==> src/rtl/sdram_req_sched_pkg.sv <==
// Shared definitions for the SDRAM request scheduler and the SDRAM engine.
//  - state_t        : scheduler FSM encodings
//  - ADDR_W_DEF     : engine byte-address width
//  - RFSH_PERIOD_DEF: sdClk cycles between refresh requests (15.6 us at 25 MHz)
//  - *_MSB / *_LSB  : bank/row/col field positions inside the engine address
//  - acc_addr_of()  : packs a CPU byte address into the engine address layout
package sdram_req_sched_pkg;

    localparam int ADDR_W_DEF      = 25;
    localparam int RFSH_PERIOD_DEF = 390;

    localparam int ROW_MSB  = 24;
    localparam int ROW_LSB  = 13;
    localparam int BANK_MSB = 12;
    localparam int BANK_LSB = 11;
    localparam int COL_MSB  = 10;
    localparam int COL_LSB  = 2;

    typedef enum logic [2:0] {
        S_IDLE    = 3'd0,
        S_ISSUE   = 3'd1,
        S_RD_WAIT = 3'd2,
        S_WR_WAIT = 3'd3,
        S_DRAIN   = 3'd4
    } state_t;

    // Word-aligned engine address; the byte offset bits are forced to zero
    // because every access is one full 32-bit word.
    function automatic logic [ADDR_W_DEF-1:0] acc_addr_of(input logic [ROW_MSB:COL_LSB] a);
        return {a[ROW_MSB:ROW_LSB], a[BANK_MSB:BANK_LSB], a[COL_MSB:COL_LSB], 2'b00};
    endfunction

endpackage

==> src/rtl/sdram_req_sched_if.sv <==
// Bundle of the CPU-side and engine-side signals of the request scheduler.
//  - slave : the scheduler (consumes CPU requests and engine status)
//  - master: the environment (CPU plus SDRAM engine)
//
// Handshake semantics:
//  - A CPU request (cpuRdEn or cpuWrEn) is taken only on a cycle where
//    cpuBusy=0; while cpuBusy=1 the enables are ignored. cpuRdValid is a
//    one-cycle strobe with no back-pressure.
//  - accReq is a level held by the scheduler until the engine answers by
//    dropping engIdle; the engine reports progress with the engWriting,
//    engRdDataRdy and engRfshed strobes, and rfshReq is held until engRfshed.
interface sdram_req_sched_if
    import sdram_req_sched_pkg::*;
#(
    parameter int ADDR_W = ADDR_W_DEF
);
    logic              cpuRdEn;
    logic              cpuWrEn;
    logic [31:0]       cpuAddr;
    logic [31:0]       cpuWrData;
    logic [3:0]        cpuByteEn;
    logic              cpuBusy;
    logic [31:0]       cpuRdData;
    logic              cpuRdValid;

    logic              engIdle;
    logic              engRdDataRdy;
    logic              engWriting;
    logic              engRfshed;
    logic [31:0]       engRdData;

    logic              accReq;
    logic              accIsWrite;
    logic [ADDR_W-1:0] accAddr;
    logic              accBurstTerm;
    logic [3:0]        sdDqm_c;
    logic [31:0]       engWrData;
    logic              rfshReq;

    modport slave (
        input  cpuRdEn, cpuWrEn, cpuAddr, cpuWrData, cpuByteEn,
        input  engIdle, engRdDataRdy, engWriting, engRfshed, engRdData,
        output cpuBusy, cpuRdData, cpuRdValid,
        output accReq, accIsWrite, accAddr, accBurstTerm, sdDqm_c, engWrData, rfshReq
    );

    modport master (
        output cpuRdEn, cpuWrEn, cpuAddr, cpuWrData, cpuByteEn,
        output engIdle, engRdDataRdy, engWriting, engRfshed, engRdData,
        input  cpuBusy, cpuRdData, cpuRdValid,
        input  accReq, accIsWrite, accAddr, accBurstTerm, sdDqm_c, engWrData, rfshReq
    );

endinterface

==> src/rtl/sdram_rfsh_timer.sv <==
// Periodic auto-refresh request generator.
//  - sdClk    : controller clock
//  - rstN     : asynchronous reset, active-low
//  - rfsh_done: engine strobe, auto-refresh issued
//  - rfsh_req : refresh request, held until rfsh_done
// The down-counter free-runs and reloads at zero regardless of whether the
// previous request was serviced, so the refresh cadence never drifts.
module sdram_rfsh_timer #(
    parameter int RFSH_PERIOD = 390
) (
    input  logic sdClk,
    input  logic rstN,
    input  logic rfsh_done,
    output logic rfsh_req
);

    localparam int CNT_W = $clog2(RFSH_PERIOD);
    localparam logic [CNT_W-1:0] RELOAD = CNT_W'(RFSH_PERIOD - 1);

    logic [CNT_W-1:0] cnt_q;
    logic             expire;

    assign expire = (cnt_q == '0);

    always_ff @(posedge sdClk or negedge rstN) begin
        if (!rstN) begin
            cnt_q    <= RELOAD;
            rfsh_req <= 1'b0;
        end else begin
            if (expire) begin
                cnt_q <= RELOAD;
            end else begin
                cnt_q <= cnt_q - CNT_W'(1);
            end
            // A new expiry wins over a same-cycle completion: that is a fresh
            // refresh interval which still needs its own refresh.
            if (expire) begin
                rfsh_req <= 1'b1;
            end else if (rfsh_done) begin
                rfsh_req <= 1'b0;
            end
        end
    end

endmodule

==> src/rtl/sdram_req_sched.sv <==
// Upstream front end of the SDRAM controller engine.
//  - sdClk    : controller clock
//  - rstN     : asynchronous reset, active-low (shared with the engine)
//  - bus      : CPU request/response and engine access signals (slave side)
//  - dbg_state: current FSM state
// Accepts one single-word load/store at a time, latches it, waits for the
// engine to be idle with no refresh pending, starts the access, terminates
// the burst after the first word and returns load data to the CPU.
module sdram_req_sched
    import sdram_req_sched_pkg::*;
#(
    parameter int RFSH_PERIOD = RFSH_PERIOD_DEF,
    parameter int ADDR_W      = ADDR_W_DEF
) (
    input  logic                sdClk,
    input  logic                rstN,
    sdram_req_sched_if.slave    bus,
    output state_t              dbg_state
);

    state_t            state_q;
    state_t            state_d;

    logic              busy_q;
    logic              is_write_q;
    logic [ADDR_W-1:0] addr_q;
    logic [31:0]       wr_data_q;
    logic [3:0]        dqm_q;
    logic [31:0]       rd_data_q;
    logic              rd_valid_q;
    logic              burst_term_q;
    logic              rfsh_req;
    logic              take_req;
    logic              unused_addr_bits;

    assign unused_addr_bits = ^{bus.cpuAddr[31:ADDR_W_DEF], bus.cpuAddr[COL_LSB-1:0]};

    sdram_rfsh_timer #(
        .RFSH_PERIOD (RFSH_PERIOD)
    ) u_rfsh_timer (
        .sdClk     (sdClk),
        .rstN      (rstN),
        .rfsh_done (bus.engRfshed),
        .rfsh_req  (rfsh_req)
    );

    // A request is latched only in S_IDLE while not already holding one.
    assign take_req = (state_q == S_IDLE) && !busy_q && (bus.cpuRdEn || bus.cpuWrEn);

    always_ff @(posedge sdClk or negedge rstN) begin
        if (!rstN) begin
            state_q <= S_IDLE;
        end else begin
            state_q <= state_d;
        end
    end

    always_comb begin
        state_d = state_q;
        case (state_q)
            // Refresh has priority: a latched request waits here while rfshReq=1.
            S_IDLE: begin
                if (busy_q && bus.engIdle && !rfsh_req) begin
                    state_d = S_ISSUE;
                end
            end
            S_ISSUE: begin
                if (!bus.engIdle) begin
                    state_d = is_write_q ? S_WR_WAIT : S_RD_WAIT;
                end
            end
            S_RD_WAIT: begin
                if (bus.engRdDataRdy) begin
                    state_d = S_DRAIN;
                end
            end
            S_WR_WAIT: begin
                if (bus.engWriting) begin
                    state_d = S_DRAIN;
                end
            end
            S_DRAIN: begin
                if (bus.engIdle) begin
                    state_d = S_IDLE;
                end
            end
            default: state_d = S_IDLE;
        endcase
    end

    // Latch and response registers. The latched access fields only change
    // on take_req, so they stay stable from S_ISSUE through S_DRAIN.
    always_ff @(posedge sdClk or negedge rstN) begin
        if (!rstN) begin
            busy_q       <= 1'b0;
            is_write_q   <= 1'b0;
            addr_q       <= '0;
            wr_data_q    <= '0;
            dqm_q        <= 4'hF;
            rd_data_q    <= '0;
            rd_valid_q   <= 1'b0;
            burst_term_q <= 1'b0;
        end else begin
            rd_valid_q   <= 1'b0;
            burst_term_q <= 1'b0;

            if (take_req) begin
                busy_q     <= 1'b1;
                // Write wins when both enables are high.
                is_write_q <= bus.cpuWrEn;
                addr_q     <= ADDR_W'(acc_addr_of(bus.cpuAddr[ROW_MSB:COL_LSB]));
                wr_data_q  <= bus.cpuWrData;
                dqm_q      <= bus.cpuWrEn ? ~bus.cpuByteEn : 4'b0000;
            end

            // Only the first engRdDataRdy of the access is captured; the FSM
            // has left S_RD_WAIT by the next cycle.
            if ((state_q == S_RD_WAIT) && bus.engRdDataRdy) begin
                rd_data_q    <= bus.engRdData;
                rd_valid_q   <= 1'b1;
                burst_term_q <= 1'b1;
            end

            if ((state_q == S_WR_WAIT) && bus.engWriting) begin
                burst_term_q <= 1'b1;
            end

            if ((state_q == S_DRAIN) && bus.engIdle) begin
                busy_q <= 1'b0;
            end
        end
    end

    assign bus.cpuBusy      = busy_q;
    assign bus.cpuRdData    = rd_data_q;
    assign bus.cpuRdValid   = rd_valid_q;
    assign bus.accReq       = (state_q == S_ISSUE);
    assign bus.accIsWrite   = is_write_q;
    assign bus.accAddr      = addr_q;
    assign bus.accBurstTerm = burst_term_q;
    assign bus.sdDqm_c      = dqm_q;
    assign bus.engWrData    = wr_data_q;
    assign bus.rfshReq      = rfsh_req;
    assign dbg_state        = state_q;

endmodule
==> src/flat_wrapper.sv <==
// flat-port wrapper written by rule: the top's interface ports become plain ports
module sdram_req_sched_flat import sdram_req_sched_pkg::*;
#(
    parameter int RFSH_PERIOD = RFSH_PERIOD_DEF,
    parameter int ADDR_W      = ADDR_W_DEF
)
  (sdClk, rstN, dbg_state, bus_cpuRdEn, bus_cpuWrEn, bus_cpuAddr, bus_cpuWrData, bus_cpuByteEn, bus_engIdle, bus_engRdDataRdy, bus_engWriting, bus_engRfshed, bus_engRdData, bus_cpuBusy, bus_cpuRdData, bus_cpuRdValid, bus_accReq, bus_accIsWrite, bus_accAddr, bus_accBurstTerm, bus_sdDqm_c, bus_engWrData, bus_rfshReq);
  sdram_req_sched_if #(.ADDR_W(ADDR_W)) bus_i ();
  input  logic sdClk;
  input  logic rstN;
  output state_t dbg_state;
  input wire logic [$bits(bus_i.cpuRdEn)-1:0] bus_cpuRdEn;
  input wire logic [$bits(bus_i.cpuWrEn)-1:0] bus_cpuWrEn;
  input wire logic [$bits(bus_i.cpuAddr)-1:0] bus_cpuAddr;
  input wire logic [$bits(bus_i.cpuWrData)-1:0] bus_cpuWrData;
  input wire logic [$bits(bus_i.cpuByteEn)-1:0] bus_cpuByteEn;
  input wire logic [$bits(bus_i.engIdle)-1:0] bus_engIdle;
  input wire logic [$bits(bus_i.engRdDataRdy)-1:0] bus_engRdDataRdy;
  input wire logic [$bits(bus_i.engWriting)-1:0] bus_engWriting;
  input wire logic [$bits(bus_i.engRfshed)-1:0] bus_engRfshed;
  input wire logic [$bits(bus_i.engRdData)-1:0] bus_engRdData;
  output wire logic [$bits(bus_i.cpuBusy)-1:0] bus_cpuBusy;
  output wire logic [$bits(bus_i.cpuRdData)-1:0] bus_cpuRdData;
  output wire logic [$bits(bus_i.cpuRdValid)-1:0] bus_cpuRdValid;
  output wire logic [$bits(bus_i.accReq)-1:0] bus_accReq;
  output wire logic [$bits(bus_i.accIsWrite)-1:0] bus_accIsWrite;
  output wire logic [$bits(bus_i.accAddr)-1:0] bus_accAddr;
  output wire logic [$bits(bus_i.accBurstTerm)-1:0] bus_accBurstTerm;
  output wire logic [$bits(bus_i.sdDqm_c)-1:0] bus_sdDqm_c;
  output wire logic [$bits(bus_i.engWrData)-1:0] bus_engWrData;
  output wire logic [$bits(bus_i.rfshReq)-1:0] bus_rfshReq;
  assign bus_i.cpuRdEn = bus_cpuRdEn;
  assign bus_i.cpuWrEn = bus_cpuWrEn;
  assign bus_i.cpuAddr = bus_cpuAddr;
  assign bus_i.cpuWrData = bus_cpuWrData;
  assign bus_i.cpuByteEn = bus_cpuByteEn;
  assign bus_i.engIdle = bus_engIdle;
  assign bus_i.engRdDataRdy = bus_engRdDataRdy;
  assign bus_i.engWriting = bus_engWriting;
  assign bus_i.engRfshed = bus_engRfshed;
  assign bus_i.engRdData = bus_engRdData;
  assign bus_cpuBusy = bus_i.cpuBusy;
  assign bus_cpuRdData = bus_i.cpuRdData;
  assign bus_cpuRdValid = bus_i.cpuRdValid;
  assign bus_accReq = bus_i.accReq;
  assign bus_accIsWrite = bus_i.accIsWrite;
  assign bus_accAddr = bus_i.accAddr;
  assign bus_accBurstTerm = bus_i.accBurstTerm;
  assign bus_sdDqm_c = bus_i.sdDqm_c;
  assign bus_engWrData = bus_i.engWrData;
  assign bus_rfshReq = bus_i.rfshReq;
  sdram_req_sched #(.RFSH_PERIOD(RFSH_PERIOD), .ADDR_W(ADDR_W)) u_core (.sdClk(sdClk), .rstN(rstN), .bus(bus_i), .dbg_state(dbg_state));
endmodule
==> config.mk <==
export PLATFORM = sky130hd
export DESIGN_NAME = sdram_req_sched_flat
export DESIGN_NICKNAME = d
export VERILOG_FILES = /design/src/rtl/sdram_req_sched_pkg.sv /design/src/rtl/sdram_req_sched_if.sv /design/src/rtl/sdram_rfsh_timer.sv /design/src/rtl/sdram_req_sched.sv /design/src/flat_wrapper.sv
export SDC_FILE = /design/constraint.sdc
export NUM_CORES = 1
export LEC_CHECK = 0
export ABC_AREA = 1
export BUFFER_PORTS_ARGS = -buffer_cell sky130_fd_sc_hd__buf_2
export CAP_MARGIN = 10
export CORE_AREA = 5 5 138 74
export DETAILED_ROUTE_END_ITERATION = 8
export DIE_AREA = 0 0 143 79
export PLACE_DENSITY_LB_ADDON = 0.2
export SYNTH_ARGS = -nofsm -noshare
export SYNTH_HDL_FRONTEND = slang
export SYNTH_HIERARCHICAL = 1
export SYNTH_SLANG_ARGS = --single-unit
==> constraint.sdc <==
create_clock -name sdClk -period 2.11 [get_ports sdClk]
set_input_delay 0.422 -clock sdClk [delete_from_list [all_inputs] [get_ports sdClk]]
set_output_delay 0.422 -clock sdClk [all_outputs]
set_load 0.005 [all_outputs]
==> flow_summary.json, run 1 <==
{
  "status": "completed",
  "drt-vias-per-instance": 4.600,
  "syn-cell-area_sq_mm": 0.004344,
  "p_leak_nw": 3.450,
  "cp-startpoint": "u_core/dbg_state[1]",
  "crit_path_end": "u_core/bus.cpuRdData[22]",
  "finalWirelength_microns": 11290,
  "post-place-cells": 807,
  "first_pass_iters": 5,
  "dieWidth_microns": 143,
  "cts_tree": "done",
  "whs_ns": 0.1382,
  "stdcell_count": 823,
  "switchingPower_w": 0.002867,
  "switching_share_pct": 36.05,
  "yosysWarnings": 6,
  "worstReg2RegEnd": "u_core/bus.cpuRdData[22]",
  "path_max_fanout": 33,
  "tightest_slew_ns": 0.5551,
  "numCtsBuffers": 9,
  "slew_viol_final": 0,
  "hold_class": "primary input to asynchronous set/reset pin",
  "path_class": "flip-flop to flip-flop",
  "ff2ff_path_depth": 6,
  "total_power_w": 0.007953,
  "post-dp-hpwl_microns": 8360,
  "clockPowerShare_pct": 20.5,
  "io_buffers": 198,
  "synth_cell_types": 24,
  "timing.final.crit_period_ns": 1.762,
  "critical_path_required_ns": 2.39,
  "syn_inst": 502,
  "ys_seq_elements": 108,
  "grt_pass1_vias": 3834,
  "antenna_found_initial": 0,
  "post_cts_buffers": 0,
  "place.gp.congestion": 0.8625,
  "die_h_microns": 79,
  "coreArea_sq_mm": 0.009040,
  "drtIter0Drc": 251,
  "max_freq_ghz": 0.5675,
  "gr-total-overflow": 0,
  "slew_headroom_pct": 62.99,
  "grt_first_pass_wirelength_microns": 18420,
  "grt_usage_pct": 20.52,
  "synth_seq_area_share_pct": 62.44,
  "fin_skew_ns": 0.007732,
  "row_count": 25,
  "final_common_cell": "nand2_1",
  "syn_avg_cell_area_sq_um": 8.654,
  "post_drt_wl_per_cell_microns": 13.72,
  "peakVddDrop_mv": 0.6044,
  "ios": 210,
  "cap_violations": 0,
  "route.vias.total": 3786,
  "p_int_w": 0.005086,
  "r2r_start": "u_core/dbg_state[1]",
  "drc": 0,
  "drtAntennaViolNets": 0,
  "reg2reg_slack_ns": 0.35,
  "ctsResizeCount": 0,
  "ctsHtreeMaxLevel": 3,
  "final-setup-viol-count": 0,
  "grt_max_degree": 109,
  "crit_path_end_kind": "flip-flop",
  "n_antenna_cell": 0,
  "start_util_pct": 48.06,
  "cts_hold_buffers": 0,
  "root_buffer": "clkbuf_16",
  "timing.final.crit_share_pct": 83.51,
  "cellPowerDensity_mw_per_mm2": 1382,
  "hold_viol": 0,
  "worstSkewPairLatency_ns": 0.34,
  "final_nets": 806,
  "rsz0062_at_grt": "false",
  "crit_path_start_kind": "flip-flop",
  "cts_buffer_depth": 2,
  "final.setup.tns_ns": 0,
  "synthToLayoutAreaGrowth_pct": 32.49,
  "fin_ws_ns": 0.3479,
  "clk_pin_slew_ns": 0.07,
  "most-common-layout-cells": "299 x nand2_1, 197 x buf_2, 100 x dfrtp_1",
  "die-area_sq_mm": 0.01130,
  "arrival_ns": 2.04,
  "drive_gt1_share_pct": 34.33,
  "place_ws_ns": 0.3706,
  "clock_sinks": 108,
  "seq_power_share_pct": 43.3,
  "power.combinational.fraction_pct": 36.2
}
[critical path, stage by stage, from the launching register on]
cell and delay [ns]:
dfrtp_1 0.45, inv_1 0.12, nor2_2 0.12, nand3_2 0.27
inv_2 0.51, nand2_1 0.12, nand2_1 0.09
[metal layers]
metal	track usage, %	vias to the layer above	wire length (microns)
li1	-	1904	-
met5	0	-	0
met1	27.55	1749	5063
met2	31.13	123	4987
met3	8.905	10	1116
met4	4.554	0	122
[power groups by stage]
stage	sequential [W]	combinational [W]	clock (W)
after floorplan	0.00353	0.00141	0
after global placement	0.00343	0.00284	0
after detailed placement	0.00345	0.00296	0
after CTS	0.00345	0.00294	0.00169
after global routing	0.00357	0.00328	0.00178
final	0.00345	0.00288	0.00163
[cell usage after synthesis, drive strengths merged]
| cell type | count | area [sq um] |
|---|---|---|
| buf | 12 | 77.57 |
| clkbuf | 8 | 30.03 |
| conb | 1 | 3.750 |
| dfrtp | 100 | 2502 |
| dfstp | 8 | 210.2 |
| ha | 1 | 12.51 |
| inv | 21 | 78.82 |
| nand2 | 301 | 1135 |
| nand3 | 15 | 85.08 |
| nand4 | 4 | 25.02 |
| nor2 | 21 | 98.84 |
| nor3 | 1 | 16.27 |
| o21ai | 6 | 45.05 |
| o21bai | 2 | 15.01 |
| xor2 | 1 | 8.760 |
[worst min-delay path by stage]
stage               depth (start not counted)                       end  slack (ns)                   from
floorplan                                   0    u_core/bus.accAddr[10]        0.13                   rstN
global placement                            2     u_core/bus.sdDqm_c[0]        0.46  u_core/bus.sdDqm_c[0]
detailed placement                          2     u_core/bus.sdDqm_c[3]        0.46  u_core/bus.sdDqm_c[3]
CTS                                         2  u_core/bus.engWrData[18]        0.17                   rstN
global route                                2  u_core/bus.engWrData[20]        0.18                   rstN
finish                                      2  u_core/bus.engWrData[20]        0.14                   rstN
[registers in the layout (all words and copies together) (netlist names)]
name,count
u_core/u_rfsh_timer/cnt_q,9
u_core/bus.accIsWrite,1
u_core/bus.sdDqm_c,4
u_core/bus.cpuRdData,32
u_core/bus.accBurstTerm,1
u_core/bus.cpuRdValid,1
u_core/bus.accAddr,23
u_core/bus.engWrData,32
u_core/bus.cpuBusy,1
u_core/u_rfsh_timer/rfsh_req,1
u_core/dbg_state,3
[logic make-up (layout without fill, tap and decap cells)]
logic type               after synthesis  after routing  synth area share [%]
adder cells (fa/ha/maj)                1              1                0.2880
AO/OA/AOI/OAI                          8              8                 1.383
flip-flops                           108            108                 62.44
other                                  1              2               0.08632
XOR/XNOR                               1              1                0.2016
AND/OR/NAND/NOR                      342            342                 31.31
buffers and inverters                 41            240                 4.291
[per-stage QoR]
stage | area (sq um) | utilization (%)
finish | 5756 | 63.67
global placement | 5460 | 60.40
global route | 5756 | 63.67
detailed placement | 5460 | 60.40
CTS | 5756 | 63.67
floorplan | 4348 | -
[layout make-up]
class | count | area [sq um]
Clock buffer | 11 | 252.7
Clock inverter | 5 | 42.54
Fill cell | 769 | 3284
Inverter | 21 | 78.83
Multi-Input combinational cell | 354 | 1449
Sequential cell | 108 | 2713
Tap cell | 121 | 151.4
Timing Repair Buffer | 203 | 1069
Note: power is estimated with default switching activity, not from simulation.
==> run 2, diff against run 1 <==
Settings changed: CORE_AREA 5 5 138 74 to 5 5 144 77, DIE_AREA 0 0 143 79 to 0 0 149 82.
Clock period 2.11 ns to 1.8 ns, I/O delays scaled along.
==> run 2 against run 1 <==
Clock skew shrank 0.0012 ns; clock power rose by 30%; sequential power grew 17%; register-to-register slack got worse by 0.15 ns; count of clock-buffer cells in the layout unchanged; first-iteration DRC count shrank 14%; sequential cell count unchanged; die area rose by 8.2%.
==> flow_summary.json, run 2 (same netlist as run 1, synthesis figures left out) <==
{
  "post-dp-hpwl_microns": 8610,
  "cp_common_cell": "inv_1",
  "drive_gt1_share_pct": 34.51,
  "drtAntennaViolNets": 0,
  "tightest_slew_ns": 0.5210,
  "place_ws_ns": 0.2072,
  "die-area_sq_mm": 0.01222,
  "final.setup.tns_ns": 0,
  "gr-total-overflow": 0,
  "timing.final.crit_share_pct": 90.47,
  "die_h_microns": 82,
  "io_buffers": 198,
  "total_power_w": 0.009522,
  "path_class": "flip-flop to output port",
  "clk_pin_slew_ns": 0.07,
  "max_stage_delay_ns": 0.46,
  "slew_headroom_pct": 65.22,
  "place.gp.congestion": 0.8190,
  "row_count": 26,
  "max_freq_ghz": 0.6141,
  "status": "completed",
  "drtIter0Drc": 216,
  "n_antenna_cell": 0,
  "worstSkewPairLatency_ns": 0.33,
  "final_common_cell": "nand2_1",
  "ctsHtreeMaxLevel": 3,
  "crit_slowest_cell": "dfrtp_1",
  "peakVddDrop_mv": 0.9082,
  "hold_class": "primary input to flip-flop",
  "p_leak_nw": 3.477,
  "numCtsBuffers": 9,
  "timing.final.crit_period_ns": 1.628,
  "drt-vias-per-instance": 4.503,
  "crit_path_end_kind": "output port",
  "cts_buffer_depth": 2,
  "final_nets": 811,
  "post_drt_wl_per_cell_microns": 13.48,
  "grt_first_pass_wirelength_microns": 18180,
  "finalWirelength_microns": 11420,
  "coreArea_sq_mm": 0.009824,
  "crit_path_start_kind": "flip-flop",
  "cellPowerDensity_mw_per_mm2": 1631,
  "grt_usage_pct": 18.87,
  "route.vias.total": 3814,
  "synthToLayoutAreaGrowth_pct": 34.39,
  "antenna_found_initial": 0,
  "crit_buf_inv": 3,
  "fin_skew_ns": 0.006536,
  "critical_path_required_ns": 1.44,
  "most-common-layout-cells": "299 x nand2_1, 197 x buf_2, 100 x dfrtp_1",
  "cap_violations": 0,
  "path_max_fanout": 5,
  "grt_max_degree": 52,
  "crit_family": "flip-flops",
  "ios": 210,
  "arrival_ns": 1.27,
  "drc": 0,
  "clock_sinks": 108,
  "slew_viol_final": 0,
  "final-setup-viol-count": 0,
  "cts_tree": "done",
  "cp_cell_sequence": "inv_1, nand3_1, inv_1, buf_2",
  "dieWidth_microns": 149,
  "hold_viol": 0,
  "grt_pass1_vias": 3653,
  "start_util_pct": 44.22,
  "fin_ws_ns": 0.1716,
  "first_pass_iters": 5,
  "rsz0062_at_grt": "false",
  "root_buffer": "clkbuf_16"
}
## run 2: layout make-up
type                            count  area [sq um]
Clock inverter                      5         83.83
Tap cell                          140         175.2
Sequential cell                   108          2713
Clock buffer                       11         242.7
Inverter                           21         78.83
Timing Repair Buffer              208          1096
Fill cell                         869          3986
Multi-Input combinational cell    354          1449
## run 2: worst register-to-register path, delay by kind of cell (launching register included)
family / cells / cell delay (ns)
and+or+nand+nor: 5 / 0.60
buffers and inverters: 1 / 0.30
AOI/OAI and AO/OA: 1 / 0.14
DFF: 1 / 0.46
## run 2: where the power goes
| part | leakage [nW] | internal, W | total (W) | switching, W |
|---|---|---|---|---|
| combinational | 1.99 | 0.00145 | 0.00336 | 0.00191 |
| sequential | 1.34 | 0.00347 | 0.00404 | 0.000568 |
| clock | 0.152 | 0.00126 | 0.00212 | 0.000857 |
## run 2: worst paths after layout
kind / slack, ns / startpoint / depth (start not counted) / endpoint
setup / recovery: 0.17 / u_core/dbg_state[1] / 4 / bus_accReq
hold / removal: 0.21 / bus_cpuAddr[2] / 3 / u_core/bus.accAddr[2]
setup reg to reg: 0.20 / u_core/dbg_state[1] / 7 / u_core/bus.engWrData[15]
hold reg to reg: 0.47 / u_core/bus.sdDqm_c[2] / 2 / u_core/bus.sdDqm_c[2]
max in group asynchronous: 0.66 / rstN / 3 / u_core/bus.engWrData[16]
min in group asynchronous: 0.48 / rstN / 2 / u_core/bus.engWrData[23]
## run 2: repair_timing
action | 4_1_cts | 5_1_grt
hold buffers | 1 | 0
setup buffers | 0 | 0
endpoints found under the hold margin | 24 | 0
resized for setup | 0 | 0
## run 2: metal layers
layer	wire length (microns)	track usage, %	vias up	share of wire [%]
li1	-	-	1912	-
met1	5088	25.65	1759	45
met2	4977	28.39	136	44
met3	1278	8.269	7	11
met4	71	3.836	0	0.62
met5	0	0	-	0
## run 2: metrics by stage
stage / utilization [%] / std cells / hold WS, ns / cell area (sq um)
floorplan: - / 503 / 0.06441 / 4348
CTS: 59.42 / 847 / 0.1987 / 5838
global route: 59.42 / 847 / 0.2016 / 5838
global placement: 56.00 / 830 / 0.3029 / 5502
finish: 59.42 / 847 / 0.2115 / 5838
detailed placement: 56.00 / 830 / 0.3085 / 5502
